File: src/rtl/reg_write_arbiter.sv
// -----------------------------------------------------------------------------
// reg_write_arbiter
//
// Arbitrates four requesters that want to write one shared WIDTH-bit register.
// A round-robin arbiter picks one requester in IDLE and registers a one-hot
// grant. The write is committed at the edge that ends the single-cycle GRANT
// state. An optional HOLD guard of HOLD_CYC idle cycles follows every write.
//
// Parameters
//   WIDTH     data width of the shared register
//   HOLD_CYC  guard cycles after each write (0..15)
//
// Ports
//   clk    in   clock, all state changes on the rising edge
//   rst_n  in   synchronous active-low reset
//   req    in   [3:0]  per-requester write request
//   wdata  in   [4*WIDTH-1:0]  packed write data, requester i at [i*WIDTH +: WIDTH]
//   gnt    out  [3:0]  registered one-hot grant (high only during GRANT)
//   q      out  [WIDTH-1:0]  shared register contents
//   q_upd  out  one-cycle pulse in the cycle after q was written
//   owner  out  [1:0]  index of the requester that last wrote q
//   busy   out  high whenever the FSM is not in IDLE
// -----------------------------------------------------------------------------
module reg_write_arbiter #(
    parameter int WIDTH    = 8,
    parameter int HOLD_CYC = 2
) (
    input  logic               clk,
    input  logic               rst_n,
    input  logic [3:0]         req,
    input  logic [4*WIDTH-1:0] wdata,
    output logic [3:0]         gnt,
    output logic [WIDTH-1:0]   q,
    output logic               q_upd,
    output logic [1:0]         owner,
    output logic               busy
);

    typedef enum logic [1:0] {
        IDLE  = 2'd0,
        GRANT = 2'd1,
        HOLD  = 2'd2
    } state_t;

    // The hold counter counts down to zero, so the last HOLD cycle is the one
    // in which the counter reads zero; loading HOLD_CYC-1 yields exactly
    // HOLD_CYC cycles in HOLD.
    localparam logic [3:0] HOLD_LOAD = (HOLD_CYC == 0) ? 4'd0 : 4'(HOLD_CYC - 1);

    state_t           state_reg, state_next;
    logic [3:0]       gnt_reg, gnt_next;
    logic [WIDTH-1:0] q_reg, q_next;
    logic             q_upd_reg, q_upd_next;
    logic [1:0]       owner_reg, owner_next;
    logic [1:0]       ptr_reg, ptr_next;
    logic [1:0]       win_reg, win_next;
    logic [3:0]       hold_cnt_reg, hold_cnt_next;

    // -------------------------------------------------------------------------
    // Unpacked view of the write data and a request vector rotated so that
    // bit 0 is the requester the round-robin pointer currently favours.
    // -------------------------------------------------------------------------
    logic [WIDTH-1:0] wdata_arr [4];
    logic [3:0]       req_rot;
    logic [1:0]       rot_off;
    logic [1:0]       win_idx;

    generate
        for (genvar gi = 0; gi < 4; gi++) begin : g_unpack
            assign wdata_arr[gi] = wdata[gi*WIDTH +: WIDTH];
            // 2-bit addition wraps modulo 4, giving the circular scan order.
            assign req_rot[gi]   = req[ptr_reg + 2'(gi)];
        end
    endgenerate

    // Lowest set bit of the rotated vector is the first requester at or after
    // the pointer; adding the pointer back converts it to an absolute index.
    always_comb begin
        rot_off = 2'd0;
        if (req_rot[0])      rot_off = 2'd0;
        else if (req_rot[1]) rot_off = 2'd1;
        else if (req_rot[2]) rot_off = 2'd2;
        else if (req_rot[3]) rot_off = 2'd3;
    end

    assign win_idx = ptr_reg + rot_off;

    // -------------------------------------------------------------------------
    // FSM: state register
    // -------------------------------------------------------------------------
    always_ff @(posedge clk) begin
        if (!rst_n) begin
            state_reg <= IDLE;
        end else begin
            state_reg <= state_next;
        end
    end

    // -------------------------------------------------------------------------
    // FSM: next-state logic
    // -------------------------------------------------------------------------
    always_comb begin
        state_next = state_reg;
        case (state_reg)
            IDLE: begin
                if (|req) state_next = GRANT;
            end
            GRANT: begin
                state_next = (HOLD_CYC == 0) ? IDLE : HOLD;
            end
            HOLD: begin
                if (hold_cnt_reg == 4'd0) state_next = IDLE;
            end
            default: state_next = IDLE;
        endcase
    end

    // -------------------------------------------------------------------------
    // FSM: output / datapath next values. Everything holds by default; q,
    // owner and ptr only move on the edge that ends GRANT.
    // -------------------------------------------------------------------------
    always_comb begin
        gnt_next      = 4'b0000;
        q_next        = q_reg;
        q_upd_next    = 1'b0;
        owner_next    = owner_reg;
        ptr_next      = ptr_reg;
        win_next      = win_reg;
        hold_cnt_next = hold_cnt_reg;
        case (state_reg)
            IDLE: begin
                if (|req) begin
                    gnt_next = 4'b0001 << win_idx;
                    win_next = win_idx;
                end
            end
            GRANT: begin
                // The grant is already committed: the write happens whether
                // or not the winner still requests, with data sampled now.
                q_next        = wdata_arr[win_reg];
                owner_next    = win_reg;
                ptr_next      = win_reg + 2'd1;
                q_upd_next    = 1'b1;
                hold_cnt_next = HOLD_LOAD;
            end
            HOLD: begin
                if (hold_cnt_reg != 4'd0) hold_cnt_next = hold_cnt_reg - 4'd1;
            end
            default: begin
                gnt_next = 4'b0000;
            end
        endcase
    end

    // -------------------------------------------------------------------------
    // Datapath registers. Reset clears a pending write as well, so a reset
    // landing during GRANT cancels it.
    // -------------------------------------------------------------------------
    always_ff @(posedge clk) begin
        if (!rst_n) begin
            gnt_reg      <= 4'b0000;
            q_reg        <= '0;
            q_upd_reg    <= 1'b0;
            owner_reg    <= 2'd0;
            ptr_reg      <= 2'd0;
            win_reg      <= 2'd0;
            hold_cnt_reg <= 4'd0;
        end else begin
            gnt_reg      <= gnt_next;
            q_reg        <= q_next;
            q_upd_reg    <= q_upd_next;
            owner_reg    <= owner_next;
            ptr_reg      <= ptr_next;
            win_reg      <= win_next;
            hold_cnt_reg <= hold_cnt_next;
        end
    end

    assign gnt   = gnt_reg;
    assign q     = q_reg;
    assign q_upd = q_upd_reg;
    assign owner = owner_reg;
    assign busy  = (state_reg != IDLE);

endmodule
File: config.mk
export PLATFORM = sky130hd
export DESIGN_NAME = reg_write_arbiter
export DESIGN_NICKNAME = d
export VERILOG_FILES = /design/src/rtl/reg_write_arbiter.sv
export SDC_FILE = /design/constraint.sdc
export NUM_CORES = 1
export LEC_CHECK = 0
export ABC_CLOCK_PERIOD_IN_PS = 3900
export CORE_MARGIN = 5
export CORE_UTILIZATION = 46
export CTS_CLUSTER_SIZE = 24
export DETAILED_ROUTE_END_ITERATION = 7
export PLACE_DENSITY = 0.85
export SLEW_MARGIN = 5
export SYNTH_ARGS = -nofsm -noshare
export SYNTH_HDL_FRONTEND = slang
export SYNTH_SLANG_ARGS = --single-unit
File: constraint.sdc
create_clock -name clk -period 3.9 [get_ports clk]
set_clock_uncertainty 0.05 [all_clocks]
set_input_delay 0.585 -clock clk [delete_from_list [all_inputs] [get_ports clk]]
set_output_delay 0.585 -clock clk [all_outputs]
set_load 0.05 [all_outputs]
# Word-level counts from Yosys, hierarchy flattened

Cells that the tools add are included.

Register bits: 25
Bits of input ports: 38
Output and inout port bits: 16
Word-level logic and storage cells: 57

Add/sub/neg operators: 6
Order comparisons: 5
Equality and inequality tests: 5
Shift operators: 1
Mux-type cells: 21
Bitwise gates (word level): 1
Reduce and logical (&&, ||, !) cells: 10

Operator list:

| cell                                                                  | count |
|---|---|
| 8-bit binary-select mux with 2-bit select                             | 1 |
| 8-bit 2-to-1 mux                                                      | 2 |
| 2-bit by 3-bit < comparator with 1-bit output, second input constant  | 4 |
| 2-bit 2-to-1 mux                                                      | 6 |
| 1-bit binary-select mux with 2-bit select                             | 4 |
| 4-bit one-hot mux with 2 select lines                                 | 1 |
| 2-bit inequality test, second input constant                          | 3 |
| 2-bit one-hot mux with 3 select lines                                 | 1 |
| 2-bit AND reduction                                                   | 3 |
| 1-bit 2-to-1 mux                                                      | 5 |
| 2-bit by 1-bit adder with 2-bit output, second input constant         | 2 |
| 2-bit adder, second input constant                                    | 2 |
| 4-bit logical NOT                                                     | 1 |
| 4-bit 2-to-1 mux                                                      | 1 |
| 2-bit nonzero test                                                    | 2 |
| 4-bit nonzero test                                                    | 1 |
| 4-bit OR reduction                                                    | 1 |
| 1-bit by 2-bit << shifter with 4-bit output, first input constant     | 1 |
| 4-bit by 1-bit subtractor with 4-bit output, second input constant    | 1 |
| 3-bit >= comparator, second input constant                            | 1 |
| 2-bit inverter with 3-bit output                                      | 1 |
| 3-bit AND reduction                                                   | 1 |
| 2-bit adder                                                           | 1 |
| 2-bit by 1-bit equality test with 1-bit output, second input constant | 1 |
| other kinds (2)                                                       | 2 |

# Depth between registers and ports, before layout

Depth in word-level cells: 9
Depth in mapped cells: 9
Mapped depth without buffers: 8

# Worst setup path before layout

No wires, ideal clock.

Kind: input-to-reg
From: input req[3]
To: register gnt_reg[0], in the netlist gnt[0]
Setup time: 0.116 ns
Data arrival time: 1.833 ns
Required time: 3.734 ns
Setup slack: 1.901 ns
Cell stages on the path: 7
Path buffers: 0
Cell sequence: inv_1 > o311a_1 > o21ai_0 > ha_1 > xnor2_1 > or3_4 > and3b_1

Word-level cells in the longest chain between the ends: 8
Elaborated cells between the ends (all ways): 16
Those cells by class: 1 x add/sub; 1 x shift; 12 x mux; 2 x reduce/logical

RTL lines:

| element                                     | RTL line | source |
|---|---|---|
| start, declared                             | 30       | `input logic [3:0] req,` |
| 1-bit binary-select mux with 2-bit select   | 72       | `assign req_rot[gi] = req[ptr_reg + 2'(gi)];` |
| 1-bit 2-to-1 mux (not written as such)      | 72       |  |
| 2-bit 2-to-1 mux                            | 83       | `else if (req_rot[3]) rot_off = 2'd3;` |
| 2-bit 2-to-1 mux                            | 82       | `else if (req_rot[2]) rot_off = 2'd2;` |
| 2-bit 2-to-1 mux                            | 81       | `else if (req_rot[1]) rot_off = 2'd1;` |
| 2-bit 2-to-1 mux                            | 80       | `if (req_rot[0]) rot_off = 2'd0;` |
| 2-bit adder                                 | 86       | `assign win_idx = ptr_reg + rot_off;` |
| 1-bit by 2-bit << shifter with 4-bit output | 133      | `gnt_next = 4'b0001 << win_idx;` |
| end signal, assigned                        | 169      | `gnt_reg <= gnt_next;` |
| end, declared                               | 51       | `logic [3:0] gnt_reg, gnt_next;` |

Several ways; a longest one is shown, not always the timed one. The select of a mux whose other input is x is not followed.
A chain may end at the register's enable or synchronous reset.

# Worst setup path after layout

From: input req[0]
To: register gnt_reg[0], in the netlist gnt[0]

The elaborated chain is that of the path after synthesis.

==> flow_summary.yaml <==
status:
  status: "completed"
worst_hold_path:
  min_path_type: "flip-flop to flip-flop"
power_and_ir_drop:
  p_per_area_nw_per_um2: 376
  power_leakage_nw: 0.668
  max-vdd-ir-drop_mv: 0.319
sta:
  hold_violations: 0
  fmax_mhz: 421
  drv_slew: 0
  layout_min_cycle_time_ns: 2.37
  rsz0062_at_grt: "no"
  fin_crit_sh: 0.608
  tns_ns: 0
  layout_setup_ws_ns: 1.53
  setup_violations: 0
  tightest_slew_ns: 1.03
  relSlewSlack: 0.311
critical_path:
  endpoint: "gnt[0]$_SDFF_PP0_"
  worstPathRequired_ns: 4.07
  worstSetupPathType: "input pin to flip-flop"
  crit_family: "buffers and inverters"
  end_kind: "flip-flop"
  path_buf_inv: 1
  crit_path_start_kind: "input pin"
  arrival_ns: 2.54
  path_cells: "clkdlybuf4s50_1, nor2_1, a221oi_1, o21ai_0, ha_1, xnor2_1, or3_4, and3b_1"
  worstSetupPathDepth: 8
  timing.rr.end: "gnt[0]$_SDFF_PP0_"
  r2r_start: "ptr_reg[0]$_SDFFE_PN0P_"
  slowest_stage: "clkdlybuf4s50_1"
  critPathMaxFanout: 7
  worstRegToRegCells: 7
  crit_path_start: "req[0]"
  ff2ff_setup_slack_ns: 1.84
  slowest_delay_ns: 0.61
clock_network:
  tritoncts: "yes"
  cts.hold.buffers_added: 0
  cts.sink_count: 25
  clk_latency_ns: 0.30
  ctsResizeCount: 0
  cts_buffer_depth: 2
  cts-root-buf: "clkbuf_4"
  cts_setup_buffers: 0
  cts_made_buffers: 3
  clkTransAtPathRegs_ns: 0.13
  htreeDepth: 1
drt:
  vias: 1260
  drtAntennaViolNets: 0
  wire_per_inst_um: 15.8
  first_pass_iters: 4
  viasPerCell: 5.70
  drc: 0
  drt_iter0_drc: 42
  wirelength_mm: 3.49
finish:
  regArea_um2: 500
  multi_input_area_um2: 746
  largest_reg_flops: 8
  layout-drive-gt1-share: 0.0737
  area_growth_pct: 41.2
  nets: 231
  final_area_um2: 1860
  n_antenna_cell: 0
  fillers: 232
  fin_cells: 221
global_route:
  grt_max_degree: 22
  grtUsageTotal: 0.169
  grt_pass1_wl_mm: 5.53
  grt_pass1_vias: 1271
  gr-total-overflow: 0
  antenna_found_initial: 0
synthesis:
  synth_common_cells: "dfxtp_1 (25), nand2_1 (24), a21boi_0 (11), mux4_2 (8), nor2_1 (8)"
  ys_seq_elements: 25
  synth_cell_types: 36
  synthCells: 141
  synth_flop_cell: "dfxtp_1"
  netlist_area_um2: 1320
  yosysMostFrequentCell: "dfxtp_1"
  yosysTopAreaCell: "dfxtp_1"
  synth_nets: 181
  avgSynthCellArea_um2: 9.34
  synth_area_leaders: "dfxtp_1 (38%), mux4_2 (14%), nand2_1 (6.8%)"
  ys_async_sr_fraction: 0
  synth_top_area_share: 0.380
  ys_warn_count: 0
  synth_edf_count: 0
  synth_seq_area_share: 0.380
place:
  numPortBuffers: 53
  placed_area_um2: 1830
  dp_hpwl_mm: 2.80
  gp_congestion: 0.758
  dp_slack_ns: 1.21
  placedCellCount: 217
floorplan:
  fp-row-count: 19
  coreArea_um2: 2760
  die_y_um: 63.5
  io_pins: 54
  die_w_um: 63.5
  initial_core_util: 0.478
  dieArea_um2: 4030
run:
  maxCapViolCount: 0
-- worst min-delay path by stage --
stage / startpoint / endpoint / slack, ns / cells after the start
floorplan: hold_cnt_reg[3]$_SDFFE_PN0P_ / hold_cnt_reg[3]$_SDFFE_PN0P_ / 0.41 / 2
global placement: q[7]$_SDFFE_PN0P_ / q[7]$_SDFFE_PN0P_ / 0.40 / 2
detailed placement: q[7]$_SDFFE_PN0P_ / q[7]$_SDFFE_PN0P_ / 0.42 / 2
CTS: q[7]$_SDFFE_PN0P_ / q[7]$_SDFFE_PN0P_ / 0.44 / 2
global route: q[2]$_SDFFE_PN0P_ / q[2]$_SDFFE_PN0P_ / 0.46 / 2
finish: q[7]$_SDFFE_PN0P_ / q[7]$_SDFFE_PN0P_ / 0.43 / 2
-- cell families (layout without fill, tap and decap cells) --
logic type | count (synthesis) | count (layout) | synth area share
simple gates | 54 | 54 | 0.201
compound gates | 36 | 36 | 0.188
flops | 25 | 25 | 0.380
buf+inv | 13 | 62 | 0.0541
mux | 9 | 9 | 0.144
fa+ha+maj | 2 | 2 | 0.0190
xor+xnor | 2 | 2 | 0.0133
-- where the power goes --
group / switching [mW] / internal (mW)
registers: 0.0366 / 0.282
logic: 0.138 / 0.132
clock network: 0.0707 / 0.0399
-- cells in the final DEF, fill, tap and decap left out, types with 3 or more instances in the layout --
cell              n
o211ai_1          3
nor2b_1           4
clkdlybuf4s50_1  53
and2_1            5
nor2_1            8
nand2_1          24
mux4_2            8
a21oi_1           6
clkbuf_4          3
o21ai_0           6
dfxtp_1          25
inv_1             5
nand2b_1          3
a21boi_0         11
-- cell type report --
class,instances,share of cell area
sequential,25,0.269
clock buffer,4,0.0141
multi-input combinational,103,0.401
tap,31,0.0208
timing repair buffer,53,0.285
inverter,5,0.0101
-- metal layers --
layer / up-vias / GRT usage / wire [µm]
li1: 603 / - / -
met2: 49 / 0.327 / 1960
met3: 8 / 0.0302 / 173
met1: 600 / 0.172 / 1260
met5: - / 0 / 0
met4: 0 / 0.0727 / 89
-- worst min-delay path: cells and delay by family, from the launching register on --
family / cells / cell delay (ns)
simple gates: 1 / 0.05
flops: 1 / 0.33
compound gates: 1 / 0.06
-- stage by stage --
step	total power [mW]	utilization	hold slack, ns
floorplan	0.501	-	0.413
global placement	0.583	0.665	0.405
detailed placement	0.594	0.665	0.420
CTS	0.704	0.675	0.438
global route	0.739	0.675	0.461
finish	0.699	0.675	0.432
No activity file was read; power rests on OpenSTA's default activity.
